==> src/rtl/store_unit.sv <==
// Store unit: places byte/halfword/word stores onto a word-wide write port, splitting lane-crossing stores into two beats.
// Latency: beats start the cycle after acceptance and done follows the last beat; beat outputs stay stable while mem_ready is low.
module store_unit #(
  parameter bit SPLIT_EN = 1'b1
) (
  input  logic        clk,
  input  logic        reset,
  input  logic        req_valid,
  output logic        req_ready,
  input  logic [31:0] req_addr,
  input  logic [31:0] req_data,
  input  logic [1:0]  req_size,
  output logic        mem_valid,
  input  logic        mem_ready,
  output logic [31:0] mem_addr,
  output logic [31:0] mem_wdata,
  output logic [3:0]  mem_be,
  output logic        done,
  output logic        err
);

  typedef enum logic [1:0] {IDLE, BEAT1, BEAT2, ERR} state_t;

  // Both beats are pre-shifted at acceptance: the low word feeds beat 1, the high word beat 2.
  typedef struct packed {
    logic [31:0] word_addr;
    logic [63:0] wdata;
    logic [7:0]  be;
    logic        two_beat;
  } req_t;

  state_t      state, state_nxt;
  req_t        req_q, req_nxt;
  logic        done_q;
  logic        final_hs;
  logic [1:0]  off;
  logic [2:0]  nbytes;
  logic [2:0]  span;
  logic [7:0]  mask;
  logic [31:0] dmask;
  logic        illegal;
  logic        reject;

  always_comb begin
    off     = req_addr[1:0];
    illegal = 1'b0;
    nbytes  = 3'd1;
    mask    = 8'h01;
    dmask   = 32'h0000_00ff;
    case (req_size)
      2'b00: ;
      2'b01: begin
        nbytes = 3'd2;
        mask   = 8'h03;
        dmask  = 32'h0000_ffff;
      end
      2'b10: begin
        nbytes = 3'd4;
        mask   = 8'h0f;
        dmask  = 32'hffff_ffff;
      end
      default: illegal = 1'b1;
    endcase
    span              = {1'b0, off} + nbytes;
    req_nxt.word_addr = {req_addr[31:2], 2'b00};
    req_nxt.wdata     = {32'd0, req_data & dmask} << {off, 3'b000};
    req_nxt.be        = mask << off;
    req_nxt.two_beat  = (span > 3'd4);
    reject            = illegal | (req_nxt.two_beat & !SPLIT_EN);
  end

  always_comb begin
    state_nxt = state;
    final_hs  = 1'b0;
    mem_valid = 1'b0;
    mem_addr  = 32'd0;
    mem_wdata = 32'd0;
    mem_be    = 4'd0;
    case (state)
      IDLE: begin
        if (req_valid) state_nxt = reject ? ERR : BEAT1;
      end
      BEAT1: begin
        mem_valid = 1'b1;
        mem_addr  = req_q.word_addr;
        mem_wdata = req_q.wdata[31:0];
        mem_be    = req_q.be[3:0];
        if (mem_ready) begin
          if (req_q.two_beat) begin
            state_nxt = BEAT2;
          end else begin
            state_nxt = IDLE;
            final_hs  = 1'b1;
          end
        end
      end
      BEAT2: begin
        mem_valid = 1'b1;
        mem_addr  = req_q.word_addr + 32'd4;
        mem_wdata = req_q.wdata[63:32];
        mem_be    = req_q.be[7:4];
        if (mem_ready) begin
          state_nxt = IDLE;
          final_hs  = 1'b1;
        end
      end
      ERR:     state_nxt = IDLE;
      default: state_nxt = IDLE;
    endcase
  end

  assign req_ready = (state == IDLE);
  assign err       = (state == ERR);
  assign done      = done_q;

  always_ff @(posedge clk) begin
    if (reset) begin
      state  <= IDLE;
      req_q  <= '0;
      done_q <= 1'b0;
    end else begin
      state  <= state_nxt;
      done_q <= final_hs;
      if (state == IDLE && req_valid) req_q <= req_nxt;
    end
  end

endmodule

==> config.mk <==
export PLATFORM = sky130hd
export DESIGN_NAME = store_unit
export DESIGN_NICKNAME = d
export VERILOG_FILES = /design/src/rtl/store_unit.sv
export SDC_FILE = /design/constraint.sdc
export NUM_CORES = 1
export LEC_CHECK = 0
export CORE_MARGIN = 2
export CORE_UTILIZATION = 55
export CTS_BUF_LIST = sky130_fd_sc_hd__clkbuf_2 sky130_fd_sc_hd__clkbuf_4 sky130_fd_sc_hd__clkbuf_8
export CTS_CLUSTER_SIZE = 25
export DETAILED_ROUTE_END_ITERATION = 10
export GPL_ROUTABILITY_DRIVEN = 1
export GPL_TIMING_DRIVEN = 0
export HOLD_SLACK_MARGIN = 0.1
export PLACE_DENSITY = 0.91
export SYNTH_ARGS = -nofsm -noshare
export SYNTH_HDL_FRONTEND = slang
export SYNTH_SLANG_ARGS = --single-unit
==> constraint.sdc <==
create_clock -name clk -period 4.98 [get_ports clk]
set_input_delay 0.498 -clock clk [delete_from_list [all_inputs] [get_ports clk]]
set_output_delay 0.498 -clock clk [all_outputs]
set_load 0.005 [all_outputs]
==> flow_summary.json, run 1 <==
{
  "status": "completed",
  "io_pins": 142,
  "dpl.hpwl_mm": 14.5,
  "cap_violations": 0,
  "first_pass_iters": 6,
  "synth-simple-area-share_pct": 27.5,
  "synth-edff-count": 0,
  "finalCritPeriodShare_pct": 76.6,
  "drive_gt1_share_pct": 3.27,
  "hold_depth": 2,
  "synthAdderAreaFrac_pct": 2.66,
  "final_area_um2": 7240,
  "synth_seq_cells": 97,
  "start_kind": "flip-flop",
  "cts-root-buf": "clkbuf_8",
  "synthMostInstantiatedCell": "nand2_1",
  "viasPerCell": 6.28,
  "worst_slew_pin_slew_ns": 1.14,
  "power.density_nw_per_um2": 290,
  "cp_max_fo": 10,
  "fillCellCount": 737,
  "grt_pass1_wl_mm": 31.4,
  "synth_compound_area_share_pct": 25.6,
  "clock_latency_ns": 0.39,
  "die_h_um": 104,
  "synth_cells": 732,
  "rr_startpoint": "state[0]",
  "path_clk_slew_ns": 0.09,
  "numPortBuffers": 138,
  "ctsHtreeMaxLevel": 3,
  "holdPathEnd": "req_q[37]",
  "grt_pass1_vias": 6148,
  "coreArea_um2": 9680,
  "cp_cell_sequence": "inv_1 > ha_1 > inv_2 > nor2_1 > clkbuf_1 > nand3_1 > o21ai_0 > clkdlybuf4s50_1",
  "synth_top_cell_by_area": "dfxtp_1",
  "period_minus_slack_ns": 3.82,
  "antenna_found_initial": 0,
  "rows": 36,
  "cp.required_ns": 4.48,
  "final.setup.tns_ns": 0,
  "die_w_um": 104,
  "synth.area.top_cells": "dfxtp_1 (36%), nand2_1 (8.3%), a22oi_1 (7.2%)",
  "numCtsBuffers": 9,
  "die-area_um2": 10700,
  "cts_tree": "built",
  "ys.flop_type": "dfxtp_1",
  "reg2reg_depth": 7,
  "synthToLayoutAreaGrowth_pct": 32.6,
  "synth_common_cells": "nand2_1 (120), dfxtp_1 (97), nor2_1 (85)",
  "worst_slack_ns": 1.16,
  "ys_types": 50,
  "cts_resized": 0,
  "track_usage_pct": 36.2,
  "holdBufCountCts": 0,
  "peakVddDrop_mv": 0.180,
  "arrival_ns": 3.32,
  "fin_nets": 964,
  "synth_top_family_by_area": "simple AND/OR/NAND/NOR gates",
  "setup_viol": 0,
  "r2r_setup_slack_ns": 2.62,
  "hold_class": "reg2reg",
  "clkSinkCount": 97,
  "drc": 0,
  "slew_headroom_pct": 23.6,
  "dpl_worst_slack_ns": 1.71,
  "clock_skew_ns": 0.00854,
  "worst_r2r_endpoint": "req_q[3]",
  "rsz0062_at_grt": "false",
  "maxSlewViolCount": 0,
  "seq_area_um2": 1940,
  "place.gp.congestion": 0.964,
  "async_reset_ff_share_pct": 0,
  "synth_mux_area_share_pct": 3.12,
  "syn-cell-area_um2": 5460,
  "p_leak_nw": 2.59,
  "slowest_delay_ns": 0.55,
  "wl_per_cell_um": 19.3,
  "placed_cells": 1004,
  "final_hold_viol_count": 0,
  "ant_nets": 0,
  "postSynthAreaPerCell_um2": 7.45,
  "crit_start": "state[0]",
  "initial_core_util_pct": 56.3,
  "cts_setup_buffers": 0,
  "critical_path_class": "reg2out",
  "place_area_um2": 7010,
  "multi_input_area_um2": 3220,
  "grt_max_degree": 17,
  "worstHoldStart": "req_q[37]",
  "ys_seq_area_share_pct": 35.6,
  "ys_warn_count": 0,
  "antenna_cells": 0,
  "critical_path.slowest_cell": "clkdlybuf4s50_1",
  "vias": 6413,
  "cts.path.max_buffers": 2,
  "synth_top_area_share_pct": 35.6,
  "postLayoutCoreUtil_pct": 74.7,
  "grt-ovfl-total": 0,
  "timing.fmax_mhz": 262,
  "drtIter0Drc": 549,
  "endpoint_kind": "primary output",
  "fin_cells": 1021,
  "synth_xor_area_share_pct": 0,
  "routed_wl_mm": 19.7
}
state kept, by name (all words and copies together), names as in the netlist:
signal	count
done	1
state	2
req_q	94
kinds of logic (layout without fill, tap and decap cells):
kind of cell / after synthesis / count (layout)
simple gates: 318 / 318
compound gates: 212 / 212
flops: 97 / 97
buf+inv: 76 / 231
mux: 17 / 17
fa+ha+maj: 11 / 11
other cells: 1 / 2
worst max-delay path, delay by kind of cell, from the launching register on:
| family | cells | cell delay, ns |
|---|---|---|
| compound gates | 1 | 0.26 |
| buf+inv | 4 | 1.23 |
| fa+ha+maj | 1 | 0.44 |
| simple gates | 2 | 0.59 |
| flops | 1 | 0.41 |
where the power goes:
| group | switching [mW] | internal (mW) | total, mW |
|---|---|---|---|
| combinational | 0.398 | 0.219 | 0.617 |
| sequential | 0.0576 | 0.836 | 0.894 |
| clock | 0.298 | 0.290 | 0.589 |
cell usage in the layout (no fill, tap or decap), types with 3 or more instances in the layout:
master,instances
clkdlybuf4s50_1,138
nand2_1,120
dfxtp_1,97
nor2_1,85
a21oi_1,60
a22oi_1,52
clkbuf_1,51
o21ai_0,35
nor2b_1,27
mux2i_1,17
and2_1,14
nand3_1,14
o211ai_1,14
nand4_1,13
inv_1,11
nor3_1,11
nand2b_1,10
ha_1,10
a311oi_1,9
clkbuf_8,9
a22o_1,8
a222oi_1,8
buf_1,7
or3_1,6
a31oi_1,6
and3_1,5
o31ai_1,3
or4_1,3
nand3b_1,3
a21o_1,3
buf_4,3
final cells by class:
cell class,instances,area share [%]
clock inverter,6,1.24
clock buffer,10,1.82
tap,133,2.30
buffer,63,3.42
sequential,97,26.8
inverter,13,0.674
timing repair buffer,139,19.2
multi-input combinational,560,44.5
per-stage QoR:
stage          hold slack (ns)  total power [mW]
6_report                 0.454              2.10
5_1_grt                  0.482              2.18
3_5_place_dp             0.446              1.51
3_3_place_gp             0.436              1.48
2_1_floorplan            0.427              1.23
4_1_cts                  0.460              2.08
worst max path at each step:
stage,slack [ns],to
finish,1.16,mem_addr[12]
global route,0.96,mem_addr[23]
CTS,1.28,mem_addr[12]
global placement,1.73,mem_addr[12]
floorplan,2.73,mem_addr[30]
detailed placement,1.71,mem_addr[12]
per-layer routing:
layer | track usage (%) | share of wire, % | vias to the layer above
li1 | - | - | 2908
met1 | 43.9 | 38 | 2980
met2 | 61.5 | 47 | 443
met3 | 6.86 | 10 | 82
met4 | 18.2 | 4.7 | 0
met5 | 0 | 0 | -
Power figures use the tool's default switching activity.
==> run 2: changes to the inputs <==
CORE_UTILIZATION = 51   (was 55)
PLACE_DENSITY = 0.85   (was 0.91)
clock period = 3.93 ns   (was 4.98 ns; I/O delays follow)
==> run 2 against run 1 <==
  * Clock-buffer cell count is 1 lower
  * Non-clock buffer count is 1 lower
  * Sequential power is 26% higher
  * Die area is 7.5% higher
  * Sequential share of layout area is 0.21 points higher
  * Critical endpoint unchanged
  * Highest routed layer unchanged
==> flow_summary.json, run 2 (synthesized netlist as in run 1, its figures left out) <==
{
  "numCtsBuffers": 9,
  "power.density_nw_per_um2": 353,
  "seq_area_um2": 1940,
  "p_leak_nw": 2.56,
  "clock_latency_ns": 0.38,
  "cp.required_ns": 3.54,
  "multi_input_area_um2": 3220,
  "hold_class": "reg2reg",
  "arrival_ns": 3.35,
  "rows": 37,
  "fin_nets": 963,
  "vias": 6335,
  "reg2reg_depth": 7,
  "final_area_um2": 7180,
  "cts.path.max_buffers": 2,
  "antenna_cells": 0,
  "period_minus_slack_ns": 3.74,
  "place.gp.congestion": 0.943,
  "grt_max_degree": 17,
  "holdWs_ns": 0.455,
  "ctsHtreeMaxLevel": 3,
  "hold_depth": 2,
  "die-area_um2": 11500,
  "grt_pass1_wl_mm": 30.8,
  "cts-root-buf": "clkbuf_8",
  "drtIter0Drc": 546,
  "finalCritPeriodShare_pct": 95.2,
  "start_kind": "flip-flop",
  "drc": 0,
  "grt-ovfl-total": 0,
  "dpl.hpwl_mm": 14.9,
  "ant_nets": 0,
  "dpl_worst_slack_ns": 0.661,
  "wl_per_cell_um": 19.8,
  "slew_headroom_pct": 6.80,
  "final_hold_viol_count": 0,
  "die_h_um": 107,
  "synthToLayoutAreaGrowth_pct": 31.6,
  "viasPerCell": 6.20,
  "numPortBuffers": 138,
  "fin_cells": 1022,
  "drive_gt1_share_pct": 3.16,
  "initial_core_util_pct": 52.6,
  "largest-register": "req_q",
  "cts_setup_buffers": 0,
  "worst_slew_pin_slew_ns": 1.39,
  "final.setup.tns_ns": 0,
  "final_common_cell": "clkdlybuf4s50_1",
  "fillCellCount": 897,
  "status": "completed",
  "setup_viol": 0,
  "layout_common_cells": "clkdlybuf4s50_1 (138), nand2_1 (120), dfxtp_1 (97)",
  "worst_slack_ns": 0.189,
  "placed_cells": 1007,
  "rsz0062_at_grt": "false",
  "cts_tree": "built",
  "coreArea_um2": 10400,
  "path_clk_slew_ns": 0.11,
  "antenna_found_initial": 0,
  "io_pins": 142,
  "die_w_um": 107,
  "grt_pass1_vias": 5992,
  "clock_skew_ns": 0.0148,
  "routed_wl_mm": 20.2,
  "peakVddDrop_mv": 0.214,
  "first_pass_iters": 7,
  "clkSinkCount": 97,
  "endpoint_kind": "primary output",
  "largest_register_ffs": 94,
  "critical_path_class": "reg2out",
  "track_usage_pct": 34.3,
  "maxSlewViolCount": 0,
  "place_area_um2": 7010,
  "cap_violations": 0,
  "timing.fmax_mhz": 267,
  "cp_max_fo": 10
}
[run 2: changes by cell type in the layout (fill, tap and decap cells not counted), sizes merged]
cell	delta
bufinv	-2
clkbuf	-1
buf	-1
inv	+1
clkinv	+1
[run 2: where the power goes]
| group | internal (mW) | switching (mW) |
|---|---|---|
| Sequential | 1.06 | 0.0738 |
| Combinational | 0.278 | 0.512 |
| Clock | 0.230 | 0.379 |
| Total | 1.57 | 0.965 |
[run 2: layout make-up]
cell class | count | area share (%)
plain buffers | 63 | 3.45
inverters | 13 | 0.679
well taps | 136 | 2.37
multi-input cells | 560 | 44.9
repair buffers | 138 | 19.2
clock inverters | 6 | 0.610
flip-flops and latches | 97 | 27.0
clock buffers | 9 | 1.72
[run 2: per-layer routing]
| metal | global-route usage (%) | vias to the layer above | part of all wire (%) |
|---|---|---|---|
| li1 | - | 2897 | - |
| met3 | 5.81 | 56 | 8.3 |
| met5 | 0 | - | 0 |
| met1 | 40.8 | 2990 | 39 |
| met4 | 16.6 | 0 | 3.5 |
| met2 | 59.8 | 392 | 49 |
[run 2: critical path, stage by stage, from the launching register on]
cell	delay (ns)
dfxtp_1	0.41
inv_1	0.09
ha_1	0.22
clkbuf_1	0.26
nand2_1	0.19
clkbuf_1	0.41
clkbuf_1	0.48
a21oi_1	0.08
o21ai_0	0.19
o21ai_0	0.15
clkdlybuf4s50_1	0.47
[run 2: timing repair]
action                     in CTS  in global routing
gates resized for setup         0                  1
hold buffers                    0                  0
setup endpoints to repair       0                  1
[run 2: worst paths after layout]
check,startpoint,endpoint,slack [ns]
max,state[0],mem_addr[12],0.19
min,req_q[39],req_q[39],0.45
max reg2reg,state[1],req_q[3],1.40
min reg2reg,req_q[39],req_q[39],0.45
[run 2: metrics by stage]
step	utilization (%)	total power, mW
5_1_grt	69.3	2.62
3_5_place_dp	67.6	1.91
3_3_place_gp	67.6	1.89
4_1_cts	69.2	2.50
6_report	69.3	2.53
2_1_floorplan	-	1.56
